===== src/rtl/pdm_mic_emulator.sv =====
// pdm_mic_emulator: emulates a PDM microphone by feeding FIFO-buffered PCM samples
// through a second-order sigma-delta modulator clocked by ticks derived from mic_clk.
module pdm_mic_emulator #(
    parameter int DW         = 18,
    parameter int DECIM      = 500,
    parameter int FIFO_DEPTH = 4,
    parameter int CLAMP      = 98304
) (
    input  logic                          CLK,
    input  logic                          RST,
    input  logic                          mic_clk,
    input  logic [DW-1:0]                 i_data,
    input  logic                          i_vld,
    output logic                          o_rdy,
    output logic                          mic_data,
    output logic [$clog2(FIFO_DEPTH):0]   o_level,
    output logic                          o_underrun
);
    localparam int AW  = $clog2(FIFO_DEPTH);
    localparam int LW  = AW + 1;
    localparam int CW  = $clog2(DECIM);
    localparam int A1W = DW + 4;
    localparam int A2W = DW + 8;
    localparam int SW  = A2W + 2;
    localparam logic signed [DW-1:0] CMAX  = DW'(CLAMP);
    localparam logic signed [DW-1:0] CMIN  = -CMAX;
    localparam logic signed [SW-1:0] FBP   = SW'(2 ** (DW - 1));
    localparam logic signed [SW-1:0] FBN   = -FBP;
    localparam logic signed [SW-1:0] A1MAX = SW'(2 ** (A1W - 1) - 1);
    localparam logic signed [SW-1:0] A1MIN = SW'(-(2 ** (A1W - 1)));
    localparam logic signed [SW-1:0] A2MAX = SW'(2 ** (A2W - 1) - 1);
    localparam logic signed [SW-1:0] A2MIN = SW'(-(2 ** (A2W - 1)));

    logic [2:0]                  sync_q, sync_d;
    logic signed [DW-1:0]        mem_q [FIFO_DEPTH];
    logic signed [DW-1:0]        mem_d [FIFO_DEPTH];
    logic [AW-1:0]               wp_q, wp_d, rp_q, rp_d;
    logic [LW-1:0]               level_q, level_d;
    logic                        rdy_q, rdy_d;
    logic [CW-1:0]               cnt_q, cnt_d;
    logic signed [DW-1:0]        hold_q, hold_d;
    logic signed [A1W-1:0]       acc1_q, acc1_d;
    logic signed [A2W-1:0]       acc2_q, acc2_d;
    logic                        bit_q, bit_d;
    logic                        udr_q, udr_d;
    logic                        tick, wrap, push, pop;
    logic signed [DW-1:0]        head, x;
    logic signed [SW-1:0]        fb, s1, s2;
    logic signed [A1W-1:0]       a1n;
    logic signed [A2W-1:0]       a2n;

    always_comb begin
        sync_d  = {sync_q[1], sync_q[0], mic_clk};
        tick    = sync_q[1] & ~sync_q[2];
        wrap    = tick && (cnt_q == CW'(DECIM - 1));
        pop     = wrap && (level_q != '0);
        push    = i_vld && rdy_q;
        mem_d   = mem_q;
        if (push)
            mem_d[wp_q] = i_data;
        wp_d    = push ? wp_q + 1'b1 : wp_q;
        rp_d    = pop ? rp_q + 1'b1 : rp_q;
        level_d = level_q + LW'(push) - LW'(pop);
        rdy_d   = level_d < LW'(FIFO_DEPTH);
        cnt_d   = tick ? (wrap ? '0 : cnt_q + 1'b1) : cnt_q;
        udr_d   = udr_q | (wrap && (level_q == '0));
        head    = mem_q[rp_q];
        x       = (head > CMAX) ? CMAX : (head < CMIN) ? CMIN : head;
        // the newly popped sample only takes effect from the following tick
        hold_d  = pop ? x : hold_q;
        fb      = bit_q ? FBP : FBN;
        s1      = acc1_q + hold_q - fb;
        a1n     = (s1 > A1MAX) ? A1W'(A1MAX) : (s1 < A1MIN) ? A1W'(A1MIN) : A1W'(s1);
        s2      = acc2_q + a1n - fb;
        a2n     = (s2 > A2MAX) ? A2W'(A2MAX) : (s2 < A2MIN) ? A2W'(A2MIN) : A2W'(s2);
        acc1_d  = tick ? a1n : acc1_q;
        acc2_d  = tick ? a2n : acc2_q;
        bit_d   = tick ? ~a2n[A2W-1] : bit_q;
    end

    always_ff @(posedge CLK or posedge RST) begin
        if (RST) begin
            sync_q  <= '0;
            mem_q   <= '{default: '0};
            wp_q    <= '0;
            rp_q    <= '0;
            level_q <= '0;
            rdy_q   <= 1'b1;
            cnt_q   <= '0;
            hold_q  <= '0;
            acc1_q  <= '0;
            acc2_q  <= '0;
            bit_q   <= 1'b0;
            udr_q   <= 1'b0;
        end else begin
            sync_q  <= sync_d;
            mem_q   <= mem_d;
            wp_q    <= wp_d;
            rp_q    <= rp_d;
            level_q <= level_d;
            rdy_q   <= rdy_d;
            cnt_q   <= cnt_d;
            hold_q  <= hold_d;
            acc1_q  <= acc1_d;
            acc2_q  <= acc2_d;
            bit_q   <= bit_d;
            udr_q   <= udr_d;
        end
    end

    assign o_rdy      = rdy_q;
    assign mic_data   = bit_q;
    assign o_level    = level_q;
    assign o_underrun = udr_q;
endmodule


===== config.mk =====
export PLATFORM = sky130hd
export DESIGN_NAME = pdm_mic_emulator
export DESIGN_NICKNAME = d
export VERILOG_FILES = /design/src/rtl/pdm_mic_emulator.sv
export SDC_FILE = /design/constraint.sdc
export NUM_CORES = 1
export LEC_CHECK = 0
export ABC_AREA = 1
export ABC_CLOCK_PERIOD_IN_PS = 14100
export CORE_MARGIN = 2
export CORE_UTILIZATION = 70
export CTS_BUF_LIST = sky130_fd_sc_hd__clkbuf_16
export DETAILED_ROUTE_END_ITERATION = 8
export DONT_BUFFER_PORTS = 1
export GPL_TIMING_DRIVEN = 0
export HOLD_SLACK_MARGIN = 0.06
export PLACE_DENSITY = 0.95
export SYNTH_ARGS = -nofsm -noshare
export SYNTH_HDL_FRONTEND = slang
export SYNTH_SLANG_ARGS = --single-unit

===== constraint.sdc =====
create_clock -name CLK -period 14.1 [get_ports CLK]
set_input_delay 1.41 -clock CLK [delete_from_list [all_inputs] [get_ports CLK]]
set_output_delay 1.41 -clock CLK [all_outputs]
set_load 0.005 [all_outputs]

==> results of run 1 <==
-- flip-flops by register name, indices dropped and copies added, names as in the netlist --
name	cells
o_rdy	1
o_underrun	1
hold_q	18
acc1_q	22
cnt_q	9
acc2_q	26
rp_q	2
mem_q	72
wp_q	2
o_level	3
mic_data	1
sync_q	3
-- how the worst min path moves through the flow --
stage | endpoint | slack (ps) | depth (start not counted) | from
2_1_floorplan | sync_q[1]$_DFF_PP0_ | 330 | 0 | sync_q[0]$_DFF_PP0_
3_3_place_gp | sync_q[1]$_DFF_PP0_ | 340 | 0 | sync_q[0]$_DFF_PP0_
3_5_place_dp | sync_q[1]$_DFF_PP0_ | 350 | 0 | sync_q[0]$_DFF_PP0_
4_1_cts | sync_q[1]$_DFF_PP0_ | 360 | 0 | sync_q[0]$_DFF_PP0_
5_1_grt | sync_q[1]$_DFF_PP0_ | 360 | 0 | sync_q[0]$_DFF_PP0_
6_report | sync_q[1]$_DFF_PP0_ | 360 | 0 | sync_q[0]$_DFF_PP0_
-- placed cells by master (no fill, tap or decap), types with 3 or more instances in the layout --
master | netlist | layout
nand2_1 | 347 | 347
inv_1 | 222 | 224
dfrtp_1 | 159 | 159
o21ai_0 | 122 | 122
a21oi_1 | 97 | 97
ha_1 | 91 | 91
nor2_1 | 74 | 74
clkbuf_1 | 33 | 33
xor2_1 | 26 | 26
nand3_1 | 23 | 23
xnor2_1 | 21 | 21
a21oi_2 | 20 | 20
o31ai_1 | 19 | 19
clkbuf_16 | 0 | 17
a32o_1 | 15 | 15
fa_1 | 13 | 13
nor3_1 | 12 | 12
nand2_2 | 11 | 11
nand4_1 | 8 | 8
a31oi_1 | 7 | 7
o21bai_1 | 5 | 5
inv_6 | 0 | 5
nor2_2 | 4 | 4
nand3_2 | 4 | 4
o21a_1 | 4 | 4
buf_6 | 4 | 4
inv_2 | 3 | 3
buf_1 | 3 | 3
a32oi_1 | 3 | 3
inv_8 | 0 | 3
clkinvlp_4 | 0 | 3
-- routing by layer --
metal | global-route usage | part of all wire
met1 | 0.439 | 0.37
met2 | 0.638 | 0.48
met3 | 0.0785 | 0.095
met4 | 0.207 | 0.053
met5 | 0 | 0
-- kinds of logic (layout without fill, tap and decap cells) --
group	count (synthesis)	in the layout	synth area share
simple gates	491	491	0.186
compound gates	309	309	0.174
buf+inv	267	300	0.0964
flops	160	160	0.374
fa+ha+maj	104	104	0.131
xor+xnor	47	47	0.0384
other cells	0	1	0
-- Yosys cell counts, types with 5 or more instances --
cell,instances
nand2_2,11
o31ai_1,19
xor2_1,26
nand3_1,23
nor3_1,12
nor2_1,74
a21oi_1,97
inv_1,222
o21ai_0,122
fa_1,13
clkbuf_1,33
nand4_1,8
a31oi_1,7
dfrtp_1,159
ha_1,91
a21oi_2,20
xnor2_1,21
a32o_1,15
o21bai_1,5
nand2_1,347
-- cell type report --
class	count	area, um^2
Multi-Input combinational cell	951	5670
Sequential cell	160	4010
Fill cell	905	3550
Inverter	227	857
Clock buffer	17	425
Tap cell	188	235
Buffer	40	180
Clock inverter	15	138
Timing Repair Buffer	1	27.5
Antenna cell	1	2.50
-- stage by stage --
step / instance area (um^2) / instances
global placement: 10900 / 1566
global route: 11500 / 1599
detailed placement: 11000 / 1567
finish: 11500 / 1600
floorplan: 10700 / 1378
CTS: 11500 / 1599
==> reports/metrics.yaml, run 1 <==
syn-num-nets: 1504
cpMostUsedCell: "inv_1"
drive_gt1_frac: 0.0588
vias_per_cell: 6.27
clk_path_buf_depth: 2
syn_area_per_cell_um2: 7.77
post-route-util: 0.765
setup_slack_ps: 6000
port_buffers: 0
dieArea_um2: 16300
critPathRequiredTime_ps: 14470
die_w_um: 128
drt_iter0_markers: 1268
dp_slack_ps: 6360
io_pins: 28
grt_overflow: 0
finalWirelength_um: 29500
async_reset_ff_frac: 1.00
crit_path_top_delay_cell: "dfrtp_1"
ant_nets: 0
ctsResizeCount: 0
cp_top_family: "compound AO/OA/AOI/OAI gates"
regToRegSetupSlack_ps: 6000
slowest_delay_ps: 880
rsz0062_at_grt: "false"
cp_num_buf_inv: 10
grt_pass1_vias: 9995
core_area_um2: 15100
initial_core_util: 0.710
critical_path.max_fanout: 12
fmax_mhz: 123
place.gp.congestion: 0.940
post_cts_buffers: 0
worstSetupStartpointType: "register"
fp.dieH_um: 128
drcViolationCount: 0
clock-skew-final_ps: 8.53
cts.sinks: 160
crit_end: "acc2_q[24]$_DFFE_PP0P_"
cap_violations: 0
path_clk_slew_ps: 70
core.rowCount: 45
grt_use_total: 0.373
vias: 10000
setup_violations: 0
r2r-end: "acc2_q[24]$_DFFE_PP0P_"
cp-end-kind: "register"
status: "completed"
htree_levels: 4
drv_slew: 0
syn2layout_area_growth_pct: 7.78
hp-class: "register to register"
synth_area_leader_cell: "dfrtp_1"
hpwlAfterDp_um: 19800
hold_slack_ps: 361
cts_hold_buf: 0
crit_type: "register to register"
synth_edf_count: 0
synth_top_area_frac: 0.372
clkLatencyLatePin_ps: 440
root_buffer: "clkbuf_16"
setup_tns_ps: 0
numCtsBuffers: 17
r2r_cells: 36
wl_per_cell_um: 18.4
syn_area_um2: 10700
synth_cells: 1378
cts_tree: "built"
antenna_found_initial: 1
synth_area_leaders: "dfrtp_1 37%, nand2_1 12%, ha_1 11%"
grt_max_degree: 87
synth-seq-cells: 160
ys_types: 49
hold_viol_final: 0
worst_pin_slew_ps: 824
grt_pass1_wl_um: 47700
arrival_ps: 8470
yosysSeqAreaShare: 0.374
startpoint: "mic_data$_DFFE_PP0P_"
synth_warnings: 0
fin_crit_sh: 0.574
nets: 1524
timing.critical_path.depth: 36
ys.flop_type: "dfrtp_1"
reg2reg_from: "mic_data$_DFFE_PP0P_"
dr.pass1.iters: 6
min_period_ps: 8100
relSlewSlack: 0.450
Power of run 1 is not shown: default switching activity piles up to over one toggle a cycle in this logic, so the estimate is an artifact.
==> inputs of run 2 (changes only) <==
==> config.mk (replaced) <==
export PLATFORM = sky130hd
export DESIGN_NAME = pdm_mic_emulator
export DESIGN_NICKNAME = d
export VERILOG_FILES = /design/src/rtl/pdm_mic_emulator.sv
export SDC_FILE = /design/constraint.sdc
export NUM_CORES = 1
export LEC_CHECK = 0
export ABC_AREA = 0
export ABC_CLOCK_PERIOD_IN_PS = 8420
export CORE_MARGIN = 2
export CORE_UTILIZATION = 65
export CTS_BUF_LIST = sky130_fd_sc_hd__clkbuf_16
export DETAILED_ROUTE_END_ITERATION = 8
export DONT_BUFFER_PORTS = 1
export GPL_TIMING_DRIVEN = 0
export HOLD_SLACK_MARGIN = 0.06
export PLACE_DENSITY = 0.91
export SYNTH_ARGS = -nofsm -noshare
export SYNTH_HDL_FRONTEND = slang
export SYNTH_SLANG_ARGS = --single-unit
==> constraint.sdc (replaced) <==
create_clock -name CLK -period 8.42 [get_ports CLK]
set_input_delay 0.842 -clock CLK [delete_from_list [all_inputs] [get_ports CLK]]
set_output_delay 0.842 -clock CLK [all_outputs]
set_load 0.005 [all_outputs]
==> run 2 against run 1 <==
Against the previous run: worst setup slack worse by 5600 ps; clock skew grew 2.9 ps; cell count is 16% lower; first-iteration DRC count shrank 22%; register-to-register slack lost 5600 ps; highest routed layer unchanged.
==> reports/metrics.yaml, run 2 <==
core.rowCount: 47  # +4.4%
cts_hold_buf: 0  # unchanged
root_buffer: "clkbuf_16"
ant_nets: 0  # unchanged
vias_per_cell: 6.45  # +3.0%
setup_violations: 0  # unchanged
setup_tns_ps: 0  # unchanged
critPathRequiredTime_ps: 8710  # -5760 ps
setup_slack_ps: 446  # -5560 ps
layout_commonest_cell: "dfrtp_1"
cts_tree: "built"
grt_max_degree: 131  # +51%
clock-skew-final_ps: 11.5  # +2.93 ps
port_buffers: 0  # unchanged
hpwlAfterDp_um: 18000  # -9.3%
initial_core_util: 0.660  # -0.0497
nets: 1236  # -19%
cp-end-kind: "register"
syn-num-nets: 1216  # -19%
dr.pass1.iters: 7  # +1
crit_type: "register to register"
dpl.cell_count: 1311  # -16%
finalWirelength_um: 26500  # -10%
arrival_ps: 8260  # -210 ps
synth_top_area_frac: 0.366  # -0.00543
reg_top3: "mem_q x72, acc2_q x26, acc1_q x22"
clk_path_buf_depth: 2  # unchanged
r2r_cells: 29  # -19%
synth_edf_count: 0  # unchanged
reg2reg_from: "mic_data$_DFFE_PP0P_"
ys_types: 79  # +61%
final-seq-area_um2: 4010  # about the same
cap_violations: 0  # unchanged
min_period_ps: 7970  # -125 ps
status: "completed"
yosysSeqAreaShare: 0.369  # -0.00547
grt_overflow: 0  # unchanged
hold_viol_final: 0  # unchanged
drive_gt1_frac: 0.164  # +0.105
hp-class: "input pin to asynchronous set/reset pin"
synth-seq-cells: 160  # unchanged
clkLatencyLatePin_ps: 440  # about the same
relSlewSlack: 0.256  # -0.194
core_area_um2: 16500  # +9.1%
critical_path.max_fanout: 12  # unchanged
largest_reg_flops: 72  # unchanged
final_cell_mix: "158 x dfrtp_1, 147 x inv_1, 91 x nand2_1, 91 x ha_1, 75 x mux2_2"
drt_iter0_markers: 990  # -22%
syn_area_um2: 10900  # +1.5%
die_w_um: 133  # +4.4%
syn2layout_area_growth_pct: 9.10
slowest_delay_ps: 610  # -270 ps
yosys-top-cells-count: "159 x dfrtp_1, 148 x inv_1, 91 x ha_1, 91 x nand2_1, 75 x mux2_2"
regToRegSetupSlack_ps: 450  # -5560 ps
path_clk_slew_ps: 70  # about the same
r2r-end: "acc2_q[4]$_DFFE_PP0P_"
post_cts_buffers: 0  # unchanged
synth_warnings: 0  # unchanged
fin_crit_sh: 0.947  # +0.373
grt_use_total: 0.310  # -0.0630
numCtsBuffers: 17  # unchanged
vias: 8663  # -14%
io_pins: 28  # unchanged
place.gp.congestion: 0.930  # -1.0%
instances_no_fill: 1343  # -16%
grt_pass1_wl_um: 43100  # -9.7%
synth_area_leader_cell: "dfrtp_1"
cp_num_buf_inv: 5  # -5
synth_cells: 1090  # -21%
diodes: 0  # -1
grt_pass1_vias: 8655  # -13%
post-synth-top-count-cell: "dfrtp_1"
largest-register: "mem_q"
syn_area_per_cell_um2: 9.97  # +28%
async_reset_ff_frac: 1.00  # unchanged
multi_input_area_um2: 6140  # +8.3%
synth_area_leaders: "dfrtp_1 37%, ha_1 10%, mux2_2 7.8%"
crit_path_top_delay_cell: "dfrtp_4"
drcViolationCount: 0  # unchanged
htree_levels: 4  # unchanged
filler_cell_count: 1033  # +14%
wl_per_cell_um: 19.7  # +7.1%
antenna_found_initial: 0  # -1
rsz0062_at_grt: "false"
ys.flop_type: "dfrtp_1"
fp.dieH_um: 133  # +4.4%
worstSetupStartpointType: "register"
cts.sinks: 160  # unchanged
worst_pin_slew_ps: 1120  # +291 ps
cp_top_family: "compound AO/OA/AOI/OAI gates"
dp_slack_ps: -315  # -6680 ps
dieArea_um2: 17800  # +9.0%
fmax_mhz: 125  # +1.6%
drv_slew: 0  # unchanged
run 2: changes by cell type in the layout (fill, tap and decap cells not counted), sizes merged, moves of 13 or more:
cell and change:
xnor2 +13, a32o -15, o221ai +16, o21ai -47, inv -80, mux4 +17
nand2 -267, nor2 -43, mux2 +75, a21o +22, o31ai -16, a21oi -43
run 2: cell type report:
type | count | share of cell area
Inverter | 148 | 0.0475
Buffer | 38 | 0.0166
Timing Repair Buffer | 1 | 0.00232
Multi-Input combinational cell | 744 | 0.518
Sequential cell | 160 | 0.338
Clock buffer | 17 | 0.0359
Clock inverter | 15 | 0.0184
Tap cell | 220 | 0.0232
run 2: worst max path at each step:
| stage | startpoint | end | slack, ps | depth (start not counted) |
|---|---|---|---|---|
| 2_1_floorplan | mic_data$_DFFE_PP0P_ | acc2_q[10]$_DFFE_PP0P_ | 1510 | 28 |
| 4_1_cts | mic_data$_DFFE_PP0P_ | acc2_q[4]$_DFFE_PP0P_ | 190 | 28 |
| 5_1_grt | mic_data$_DFFE_PP0P_ | acc2_q[4]$_DFFE_PP0P_ | 60 | 28 |
| 6_report | mic_data$_DFFE_PP0P_ | acc2_q[4]$_DFFE_PP0P_ | 450 | 29 |
| 3_5_place_dp | mic_data$_DFFE_PP0P_ | acc2_q[12]$_DFFE_PP0P_ | -320 | 28 |
| 3_3_place_gp | mic_data$_DFFE_PP0P_ | acc2_q[23]$_DFFE_PP0P_ | -20 | 27 |
run 2: logic make-up after synthesis:
family / count (synthesis) / synth area share
AND/OR/NAND/NOR: 220 / 0.0990
XOR/XNOR: 49 / 0.0395
flip-flops: 160 / 0.369
multiplexers: 97 / 0.118
adder cells (fa/ha/maj): 104 / 0.129
buffers and inverters: 186 / 0.0692
AO/OA/AOI/OAI: 274 / 0.177
run 2: worst register-to-register path: cells and delay by family, from the launching register on:
family	cells	cell delay, ps
buf+inv	5	990
fa+ha+maj	4	1640
simple gates	5	860
compound gates	14	3550
mux	1	200
flops	1	610
run 2: timing repair:
| action | in CTS | in global routing |
|---|---|---|
| endpoints found under the setup margin | 25 | 25 |
| gates resized for setup | 2 | 4 |
| cloned | 0 | 0 |
run 2: routing by layer:
layer	track usage	wire, um	vias to the layer above	share of wire
met3	0.0597	2160	127	0.082
met5	0	0	-	0
met1	0.396	10400	4170	0.39
li1	-	-	3870	-
met4	0.184	1340	0	0.050
met2	0.494	12600	496	0.48
run 2: metrics by stage:
stage	cell area, um^2	hold slack, ps	util
floorplan	10900	331	-
global placement	11100	331	0.677
detailed placement	11200	349	0.679
CTS	11800	212	0.718
global route	11900	224	0.720
finish	11900	207	0.720
Power of run 2 is left out for the same reason.
